<file path="src/rtl/uart_rx_fifo_pkg.sv">
// Shared types for the UART receiver: FSM state encoding, data-bit
// selector encoding and the receive FIFO entry layout.
package uart_pkg;

  typedef enum logic [2:0] {
    IDLE   = 3'd0,
    START  = 3'd1,
    DATA   = 3'd2,
    PARITY = 3'd3,
    STOP   = 3'd4,
    STOP2  = 3'd5
  } uart_state_e;

  typedef enum logic [1:0] {
    BITS5 = 2'd0,
    BITS6 = 2'd1,
    BITS7 = 2'd2,
    BITS8 = 2'd3
  } uart_bits_e;

  localparam int SYNC_STAGES = 2;

  typedef struct packed {
    logic       perr;
    logic [7:0] data;
  } rx_entry_t;

endpackage

</file>
<file path="src/rtl/uart_rx_fifo_buf.sv">
// Small circular receive buffer with pointers and occupancy count.
// A pop on a full buffer frees the slot that a same-cycle push then uses.
module uart_rx_fifo_buf import uart_pkg::*; #(
  parameter int  DEPTH   = 4,
  parameter type entry_t = rx_entry_t
) (
  input  logic   clk_i,
  input  logic   rst_ni,
  input  logic   push_i,
  input  entry_t data_i,
  input  logic   pop_i,
  output entry_t data_o,
  output logic   full_o,
  output logic   empty_o
);

  localparam int AW = $clog2(DEPTH);
  localparam logic [AW:0] FULL_CNT = (AW+1)'(DEPTH);

  entry_t        mem [DEPTH];
  logic [AW-1:0] wr_ptr_q;
  logic [AW-1:0] rd_ptr_q;
  logic [AW:0]   count_q;
  logic          do_push;
  logic          do_pop;

  assign empty_o = (count_q == '0);
  assign full_o  = (count_q == FULL_CNT);
  assign do_pop  = pop_i && !empty_o;
  assign do_push = push_i && (!full_o || do_pop);
  assign data_o  = mem[rd_ptr_q];

  always_ff @(posedge clk_i or negedge rst_ni) begin
    if (!rst_ni) begin
      wr_ptr_q <= '0;
      rd_ptr_q <= '0;
      count_q  <= '0;
    end else begin
      if (do_push) wr_ptr_q <= wr_ptr_q + 1'b1;
      if (do_pop)  rd_ptr_q <= rd_ptr_q + 1'b1;
      case ({do_push, do_pop})
        2'b10:   count_q <= count_q + 1'b1;
        2'b01:   count_q <= count_q - 1'b1;
        default: ;
      endcase
    end
  end

  always_ff @(posedge clk_i) begin
    if (do_push) mem[wr_ptr_q] <= data_i;
  end

endmodule

</file>
<file path="src/rtl/uart_rx_fifo.sv">
// Oversampling UART receiver with runtime frame format and a receive FIFO.
// Optional break detection (brk_o) is built when UART_RX_BREAK_DET_EN is defined.
module uart_rx_fifo import uart_pkg::*; #(
  parameter int OVERSAMPLE = 16,
  parameter int DIV_W      = 16,
  parameter int FIFO_DEPTH = 4
) (
  input  logic             clk_i,
  input  logic             rst_ni,
  input  logic             cfg_en_i,
  input  logic [DIV_W-1:0] cfg_div_i,
  input  logic [1:0]       cfg_bits_i,
  input  logic             cfg_parity_en_i,
  input  logic             cfg_parity_odd_i,
  input  logic             cfg_stop2_i,
  input  logic             rx_i,
  output logic [7:0]       rx_data_o,
  output logic             rx_perr_o,
  output logic             rx_valid_o,
  input  logic             rx_ready_i,
  output logic             err_frame_o,
  output logic             err_overrun_o,
  input  logic             err_clr_i,
  output logic             busy_o
`ifdef UART_RX_BREAK_DET_EN
  ,
  output logic             brk_o
`endif
);

  localparam int SW = $clog2(OVERSAMPLE);
  localparam logic [SW-1:0] S_V0  = SW'(OVERSAMPLE/2 - 1);
  localparam logic [SW-1:0] S_V1  = SW'(OVERSAMPLE/2);
  localparam logic [SW-1:0] S_V2  = SW'(OVERSAMPLE/2 + 1);
  localparam logic [SW-1:0] S_END = SW'(OVERSAMPLE - 1);

  logic [SYNC_STAGES-1:0] sync_q;
  logic                   rx_s, armed_q;
  uart_state_e            state_q;
  logic [DIV_W-1:0]       div_q, div_cnt_q;
  logic [SW-1:0]          samp_q;
  logic [2:0]             bit_cnt_q;
  logic [7:0]             data_q;
  logic                   s0_q, s1_q, bit_q, perr_q;
  uart_bits_e             bits_q;
  logic                   par_en_q, odd_q, stop2_q;
  logic                   err_frame_q, err_overrun_q;
  logic                   tick, vote, at_vote, at_end, start_go, stop_vote;
  logic                   push, frame_set, ovr_set;
  rx_entry_t              push_entry, head;
  logic                   full, empty;

  assign rx_s      = sync_q[SYNC_STAGES-1];
  assign tick      = cfg_en_i && (state_q != IDLE) && (div_cnt_q == '0);
  assign at_vote   = tick && (samp_q == S_V2);
  assign at_end    = tick && (samp_q == S_END);
  assign vote      = (s0_q & s1_q) | (s0_q & rx_s) | (s1_q & rx_s);
  // armed_q means rx was high in IDLE last cycle, so this is a true falling edge
  assign start_go  = (state_q == IDLE) && cfg_en_i && armed_q && !rx_s;
  assign stop_vote = at_vote && ((state_q == STOP) || (state_q == STOP2));
  assign push      = stop_vote && vote && !((state_q == STOP) && stop2_q);
  assign busy_o    = (state_q != IDLE);

  always_ff @(posedge clk_i or negedge rst_ni) begin
    if (!rst_ni) begin
      sync_q  <= '1;
      armed_q <= 1'b0;
    end else begin
      sync_q  <= {sync_q[SYNC_STAGES-2:0], rx_i};
      armed_q <= (state_q == IDLE) && rx_s;
    end
  end

  always_ff @(posedge clk_i or negedge rst_ni) begin
    if (!rst_ni) begin
      state_q   <= IDLE;
      div_q     <= '0;
      div_cnt_q <= '0;
      samp_q    <= '0;
      bit_cnt_q <= '0;
      data_q    <= '0;
      s0_q      <= 1'b1;
      s1_q      <= 1'b1;
      bit_q     <= 1'b1;
      perr_q    <= 1'b0;
      bits_q    <= BITS8;
      par_en_q  <= 1'b0;
      odd_q     <= 1'b0;
      stop2_q   <= 1'b0;
    end else if (!cfg_en_i) begin
      state_q <= IDLE;
    end else if (start_go) begin
      // Frame format is captured here and held for the whole frame
      state_q   <= START;
      div_q     <= cfg_div_i;
      div_cnt_q <= cfg_div_i;
      samp_q    <= '0;
      bit_cnt_q <= '0;
      data_q    <= '0;
      perr_q    <= 1'b0;
      bits_q    <= uart_bits_e'(cfg_bits_i);
      par_en_q  <= cfg_parity_en_i;
      odd_q     <= cfg_parity_odd_i;
      stop2_q   <= cfg_stop2_i;
    end else if (tick) begin
      div_cnt_q <= div_q;
      samp_q    <= samp_q + 1'b1;
      if (samp_q == S_V0) s0_q  <= rx_s;
      if (samp_q == S_V1) s1_q  <= rx_s;
      if (samp_q == S_V2) bit_q <= vote;
      case (state_q)
        START: if (at_end) state_q <= bit_q ? IDLE : DATA;
        DATA: begin
          if (at_vote) data_q[bit_cnt_q] <= vote;
          if (at_end) begin
            bit_cnt_q <= bit_cnt_q + 3'd1;
            if (bit_cnt_q == ({1'b0, bits_q} + 3'd4))
              state_q <= par_en_q ? PARITY : STOP;
          end
        end
        PARITY: begin
          if (at_vote) perr_q <= ^data_q ^ vote ^ odd_q;
          if (at_end) state_q <= STOP;
        end
        STOP, STOP2: begin
          // Leave at the stop-bit vote so the next start edge has half a bit of margin
          if (at_vote && (!vote || !((state_q == STOP) && stop2_q)))
            state_q <= IDLE;
          else if (at_end && (state_q == STOP))
            state_q <= STOP2;
        end
        default: state_q <= IDLE;
      endcase
    end else if (state_q != IDLE) begin
      div_cnt_q <= div_cnt_q - 1'b1;
    end
  end

`ifdef UART_RX_BREAK_DET_EN
  logic zero_q, brk_q, brk_set;

  always_ff @(posedge clk_i or negedge rst_ni) begin
    if (!rst_ni) begin
      zero_q <= 1'b0;
      brk_q  <= 1'b0;
    end else begin
      if (start_go) zero_q <= 1'b1;
      else if (at_vote && vote && ((state_q == DATA) || (state_q == PARITY))) zero_q <= 1'b0;
      if (brk_set) brk_q <= 1'b1;
      else if (err_clr_i) brk_q <= 1'b0;
    end
  end

  assign brk_set   = stop_vote && !vote && zero_q;
  assign frame_set = stop_vote && !vote && !zero_q;
  assign brk_o     = brk_q;
`else
  assign frame_set = stop_vote && !vote;
`endif

  // Read port: rx_valid_o/rx_ready_i handshake; an entry leaves the FIFO on
  // a clock edge where both are high, and data/perr are stable while valid waits.
  assign push_entry = {perr_q, data_q};
  assign ovr_set    = push && full && !(rx_ready_i && !empty);

  uart_rx_fifo_buf #(
    .DEPTH   (FIFO_DEPTH),
    .entry_t (rx_entry_t)
  ) u_buf (
    .clk_i   (clk_i),
    .rst_ni  (rst_ni),
    .push_i  (push),
    .data_i  (push_entry),
    .pop_i   (rx_ready_i),
    .data_o  (head),
    .full_o  (full),
    .empty_o (empty)
  );

  assign rx_valid_o = !empty;
  assign rx_data_o  = empty ? 8'h00 : head.data;
  assign rx_perr_o  = !empty && head.perr;

  always_ff @(posedge clk_i or negedge rst_ni) begin
    if (!rst_ni) begin
      err_frame_q   <= 1'b0;
      err_overrun_q <= 1'b0;
    end else begin
      if (frame_set) err_frame_q <= 1'b1;
      else if (err_clr_i) err_frame_q <= 1'b0;
      if (ovr_set) err_overrun_q <= 1'b1;
      else if (err_clr_i) err_overrun_q <= 1'b0;
    end
  end

  assign err_frame_o   = err_frame_q;
  assign err_overrun_o = err_overrun_q;

endmodule

</file>
<file path="config.mk">
export PLATFORM = sky130hd
export DESIGN_NAME = uart_rx_fifo
export DESIGN_NICKNAME = d
export VERILOG_FILES = /design/src/rtl/uart_rx_fifo_pkg.sv /design/src/rtl/uart_rx_fifo_buf.sv /design/src/rtl/uart_rx_fifo.sv
export SDC_FILE = /design/constraint.sdc
export NUM_CORES = 1
export LEC_CHECK = 0
export CAP_MARGIN = 20
export CORE_MARGIN = 2
export CORE_UTILIZATION = 58
export CTS_CLUSTER_SIZE = 20
export DETAILED_ROUTE_END_ITERATION = 6
export PLACE_DENSITY_LB_ADDON = 0.3
export SLEW_MARGIN = 20
export SYNTH_ARGS = -nofsm -noshare
export SYNTH_HDL_FRONTEND = slang
export SYNTH_SLANG_ARGS = --single-unit
</file>
<file path="constraint.sdc">
create_clock -name clk_i -period 2.9 [get_ports clk_i]
set_input_delay 0.725 -clock clk_i [delete_from_list [all_inputs] [get_ports clk_i]]
set_output_delay 0.725 -clock clk_i [all_outputs]
set_load 0.02 [all_outputs]
</file>
==> results of run 1 <==
[flip-flops by register name (all words and copies together) (netlist names), 2 cells and up]
register	flops
u_buf.rd_ptr_q	2
u_buf.mem	36
state_q	3
bit_cnt_q	3
div_cnt_q	16
div_q	16
u_buf.count_q	3
u_buf.wr_ptr_q	2
bits_q	2
data_q	8
sync_q	2
samp_q	4
[layout by cell type (no fill, tap or decap), drive strengths merged, types with 3 or more instances in the layout]
master,count
ha,10
o22ai,8
nand2,92
or3,4
o21ai,21
mux4,9
dlymetal6s2s,7
or4,3
o211ai,15
inv,17
nand4,3
a31oi,9
nor2b,5
nor4,5
nor3,10
clkdlybuf4s50,30
mux2,3
and3,8
and2,15
edfxtp,36
a21oi,11
dfstp,7
nand2b,8
a211oi,3
xnor2,18
buf,32
xor2,9
clkbuf,9
nor2,36
o31ai,3
dfrtp,64
nand3,17
[critical path: stages (launching register included)]
cell and delay [ps]:
dfrtp_1 360, buf_6 190, mux4_2 500, and2_1 160, clkdlybuf4s50_1 520
[metal layers]
| layer | track usage (%) | vias up | wire (um) |
|---|---|---|---|
| met2 | 39.0 | 80 | 5550 |
| met1 | 31.4 | 1884 | 4600 |
| met4 | 9.17 | 0 | 172 |
| met5 | 0 | - | 0 |
| met3 | 3.02 | 16 | 346 |
| li1 | - | 1859 | - |
[cell families (layout without fill, tap and decap cells)]
group / after synthesis / in the layout / share of synthesized area [%]
compound gates: 82 / 82 / 10.4
xor+xnor: 27 / 27 / 4.50
simple gates: 214 / 214 / 20.0
mux: 13 / 13 / 4.69
buf+inv: 34 / 99 / 2.81
flops: 107 / 107 / 54.6
fa+ha+maj: 12 / 12 / 2.98
[stage by stage]
stage | hold WS [ps] | std cells
after floorplan | 345 | 489
after global placement | 346 | 644
after detailed placement | 350 | 644
after CTS | 365 | 660
after global routing | 372 | 662
final | 364 | 662
[path summary, 6_finish.rpt]
path / endpoint / slack [ps] / cells past startpoint
min in group asynchronous: u_buf.wr_ptr_q[0] / 380 / 1
setup / recovery: rx_data_o[6] / 80 / 4
hold reg to reg: sync_q[1] / 360 / 0
setup reg to reg: u_buf.count_q[1] / 220 / 7
hold / removal: sync_q[1] / 360 / 0
max in group asynchronous: s1_q / 1810 / 2
[final cells by class]
cell class	instances	area [um^2]	share of cell area, %
inverter	13	48.8	0.788
tap	108	135	2.18
multi-input combinational	348	2250	36.3
clock buffer	9	124	2.00
sequential	107	2870	46.3
timing repair buffer	70	701	11.3
clock inverter	7	71.3	1.15
[power groups by stage]
stage	sequential (W)	combinational (W)	clock, W
floorplan	0.00186	0.000517	0
global placement	0.00192	0.000650	0
detailed placement	0.00193	0.000673	0
CTS	0.00190	0.000682	0.000911
global route	0.00192	0.000808	0.000969
finish	0.00190	0.000710	0.000896
[timing repair]
item                       CTS  global route
setup endpoints to repair    8             9
resized for setup            2            10
buffers inserted             0             2
==> results_dict.tcl, run 1 <==
set metrics [dict create \
    synth_cell_types 62 \
    port_buffers 39 \
    cts_sinks 107 \
    p_int_w 0.00242 \
    cts-root-buf "clkbuf_8" \
    num_rows 34 \
    synth_most_common_cell "nand2_1" \
    hold_path_class "reg2reg" \
    route.vias.total 3839 \
    required_ps 2170 \
    grt_pass1_vias 3939 \
    syn_area_um2 5250 \
    outcome "complete, no violations" \
    setup_viol 0 \
    finalCritPeriodShare_pct 97.3 \
    fin_setup_tns_ps 0 \
    arrival_ps 2100 \
    io_pins 40 \
    layout.nets 587 \
    grt_overflow 0 \
    antenna_found_initial 0 \
    path_clk_slew_ps 110 \
    antennaDiodeCount 0 \
    cp-startpoint "u_buf.rd_ptr_q[0]" \
    dpl_cell_area_um2 5950 \
    tightest_slew_ps 845 \
    finalHoldViolCount 0 \
    min_period_ps 2820 \
    final_util_pct 70.7 \
    clock_skew_ps 16.5 \
    maxSlewViolCount 0 \
    cts_max_path_buffers 2 \
    drive_gt1_share_pct 15.2 \
    setup_ws_ps 79.0 \
    pwr-share-clk_pct 25.6 \
    powerDensity_nw_per_um2 566 \
    power_w 0.00351 \
    drc 0 \
    slew_headroom_pct 43.1 \
    die-area_um2 9830 \
    synthArstFlopShare_pct 66.4 \
    cts_tree "built" \
    drt-total-wl_mm 10.7 \
    clock_latency_ps 370 \
    p_sw_w 0.00109 \
    yosys-top-cells-area "dfrtp_1 30%, edfxtp_1 21%, nand2_1 6.6%, mux4_2 3.9%, dfstp_2 3.5%" \
    die_x_um 99.2 \
    h-tree-depth 3 \
    area_delta_synth_final_pct 18.0 \
    synth_edf_count 36 \
    synth_flop_cell "dfrtp_1" \
    synth_nets 527 \
    grt_max_degree 35 \
    seq_power_share_pct 54.2 \
    cts_inserted_buffers 9 \
    fill_cells 619 \
    cp-end-kind "output pin" \
    ir_drop_mv 0.297 \
    gr-usage-all-layers_pct 23.3 \
    synth-seq-cells 107 \
    avgSynthCellArea_um2 10.7 \
    drt_iter0_markers 187 \
    start_kind "register" \
    synth_top_area_share_pct 30.5 \
    yosysTopAreaCell "dfrtp_1" \
    drt_pass1_iterations 5 \
    hp-start "sync_q[0]" \
    ys_seq_area_share_pct 54.6 \
    wire_per_inst_um 16.1 \
    gp_congestion 0.865 \
    postCtsHoldBufs 0 \
    crit_type "reg2out" \
    leakage_nw 2.72 \
    grt_pass1_wl_mm 18.5 \
    synthCells 489 \
    via_per_inst 5.80 \
    dpl_worst_slack_ps -131 \
    start_util_pct 59.9 \
    die_h_um 99.2 \
    coreArea_um2 8760 \
    synth-warning-count 0 \
    fmax_mhz 354 \
    reg2reg_from "div_cnt_q[4]" \
    rsz0062_at_grt "yes" \
    netlist_top_cells_count "92 x nand2_1, 64 x dfrtp_1, 36 x edfxtp_1" \
    swShare_pct 31.1 \
    combPwrFrac_pct 20.3 \
    finalInstanceArea_um2 6200 \
    dp_hpwl_mm 7.65 \
    cp_max_fo 11 \
    maxCapViolations 0 \
    ant_nets 0 \
]
No activity file was read; power rests on OpenSTA's default activity.
==> run 2: changes to the inputs <==
--- a/config.mk
+++ b/config.mk
@@ -8,7 +8,7 @@
 export CAP_MARGIN = 20
 export CORE_MARGIN = 2
 export CORE_UTILIZATION = 58
-export CTS_CLUSTER_SIZE = 20
+export CTS_CLUSTER_SIZE = 24
 export DETAILED_ROUTE_END_ITERATION = 6
 export PLACE_DENSITY_LB_ADDON = 0.3
 export SLEW_MARGIN = 20
==> results of run 2 <==
The final DEF is identical to that of run 1; final timing and power are the same.
==> run 3: changes to the inputs <==
--- a/config.mk
+++ b/config.mk
@@ -7,11 +7,11 @@
 export LEC_CHECK = 0
 export CAP_MARGIN = 20
 export CORE_MARGIN = 2
-export CORE_UTILIZATION = 58
+export CORE_UTILIZATION = 45
 export CTS_CLUSTER_SIZE = 24
 export DETAILED_ROUTE_END_ITERATION = 6
+export GPL_TIMING_DRIVEN = 0
 export PLACE_DENSITY_LB_ADDON = 0.3
-export SLEW_MARGIN = 20
 export SYNTH_ARGS = -nofsm -noshare
 export SYNTH_HDL_FRONTEND = slang
 export SYNTH_SLANG_ARGS = --single-unit
==> run 3 against run 2 <==
Net effect: clock power increased by 38%; setup slack improved by 24 ps; sequential power hardly changed; critical path depth decreased by 1; final cell count grew 3.8%; first-iteration DRC count grew 18%; total power rose by 9.6%; combinational power fell by 2%; highest routed layer unchanged.
==> results_dict.tcl, run 3 (synthesis gave the netlist of run 1 again) <==
set metrics [dict create \
    reg2reg_from "div_cnt_q[5]" \
    fill_cells 1007 \
    top_register "u_buf.mem" \
    route.vias.total 3828 \
    grt_pass1_wl_mm 19.4 \
    largest_register_ffs 36 \
    die-area_um2 12600 \
    power_w 0.00384 \
    gp_congestion 0.830 \
    die_h_um 112 \
    maxCapViolations 0 \
    cp-end-kind "output pin" \
    reg2reg_to "u_buf.count_q[1]" \
    min_period_ps 2800 \
    ant_nets 0 \
    area_delta_synth_final_pct 18.2 \
    grt_overflow 0 \
    required_ps 2170 \
    num_rows 39 \
    grt_max_degree 54 \
    cp_max_fo 10 \
    start_kind "register" \
    die_x_um 112 \
    dp_hpwl_mm 8.10 \
    dpl_cell_area_um2 5850 \
    tightest_slew_ps 694 \
    layout.nets 577 \
    powerDensity_nw_per_um2 618 \
    coreArea_um2 11400 \
    drive_gt1_share_pct 12.1 \
    cts_tree "built" \
    postCtsHoldBufs 0 \
    finalCritPeriodShare_pct 96.4 \
    hold_path_class "in2async" \
    ir_drop_mv 0.435 \
    path_clk_slew_ps 80 \
    fmax_mhz 358 \
    grt_pass1_vias 3920 \
    clock_skew_ps 7.32 \
    antennaDiodeCount 0 \
    via_per_inst 5.57 \
    clock_latency_ps 350 \
    final_cell_mix "92 x nand2_1, 63 x dfrtp_1, 36 x edfxtp_1" \
    arrival_ps 2070 \
    cts_sinks 107 \
    h-tree-depth 3 \
    biggestRegsByFlops "u_buf.mem: 36 flops, div_cnt_q: 16 flops, div_q: 16 flops" \
    ff2ff_path_depth 8 \
    r2r_slack_ps 120 \
    crit_type "reg2out" \
    cts_inserted_buffers 9 \
    io_pins 40 \
    leakage_nw 2.69 \
    drt-total-wl_mm 11.5 \
    wire_per_inst_um 16.7 \
    drt_iter0_markers 220 \
    antenna_found_initial 0 \
    layout_commonest_cell "nand2_1" \
    rsz0062_at_grt "yes" \
    final-seq-area_um2 2870 \
    maxSlewViolCount 0 \
    slew_headroom_pct 53.3 \
    drt_pass1_iterations 5 \
    setup_viol 0 \
    drc 0 \
    cts-root-buf "clkbuf_16" \
    outcome "complete, no violations" \
    finalInstanceArea_um2 6210 \
    gr-usage-all-layers_pct 19.4 \
    start_util_pct 46.0 \
    cts_max_path_buffers 2 \
    port_buffers 39 \
    finalHoldViolCount 0 \
    multi_input_comb_area_um2 2280 \
]
## run 3: changes by cell type in the layout (fill, tap and decap cells not counted), sizes merged
cell           before  now
buf                32    6
inv                17   18
clkdlybuf4s50      30   29
clkbuf              9   25
clkinv              1    2
dlymetal6s2s        7    8
clkinvlp            2    0
## run 3: worst max-delay path, stage by stage, from the launching register on
cell             delay (ps)
dfrtp_1                 650
mux4_2                  370
and2_1                  160
clkdlybuf4s50_1         530
## run 3: worst max-delay path by stage
stage,start,end
floorplan,div_cnt_q[5],u_buf.count_q[1]
global placement,rst_ni,samp_q[2]
detailed placement,cfg_en_i,u_buf.count_q[1]
CTS,div_cnt_q[7],u_buf.mem[2][8]
global route,div_cnt_q[5],u_buf.count_q[1]
finish,u_buf.rd_ptr_q[1],rx_perr_o
## run 3: cell type report
type                    instances  area share [%]
plain buffers                  20            1.71
clock buffers                   9            3.63
clock inverters                 7            1.17
inverters                      13           0.786
multi-input cells             348            36.7
flip-flops and latches        107            46.2
well taps                     143            2.88
repair buffers                 40            6.99
## run 3: routing by layer
layer	routed length, um	GRT usage, %
met4	172	6.02
met3	479	3.67
met2	5750	33.6
met1	5080	24.8
met5	0	0
## run 3: repair_timing
action                                  in CTS  in global routing
pin swaps                                    0                  1
buffers inserted                             0                  0
resized for setup                           13                 16
endpoints found under the setup margin      48                 46
## run 3: report_power, final
| group | switching (W) | leakage (nW) | internal (W) |
|---|---|---|---|
| registers | 0.000191 | 1.30 | 0.00172 |
| logic | 0.000352 | 1.25 | 0.000341 |
| clock network | 0.000623 | 0.149 | 0.000614 |
| total | 0.00117 | 2.69 | 0.00268 |
## run 3: stage by stage
| stage | utilization, % | std cells | hold WS (ps) | TNS, ps | setup slack, ps |
|---|---|---|---|---|---|
| 5_1_grt | 54.4 | 687 | 256 | -9.05 | -9.05 |
| 4_1_cts | 54.0 | 687 | 249 | 0 | 7.61 |
| 6_report | 54.4 | 687 | 244 | 0 | 103 |
| 3_5_place_dp | 51.2 | 672 | 349 | -19840 | -564 |
| 3_3_place_gp | 51.0 | 671 | 348 | -115290 | -1450 |
| 2_1_floorplan | - | 489 | 345 | 0 | 254 |
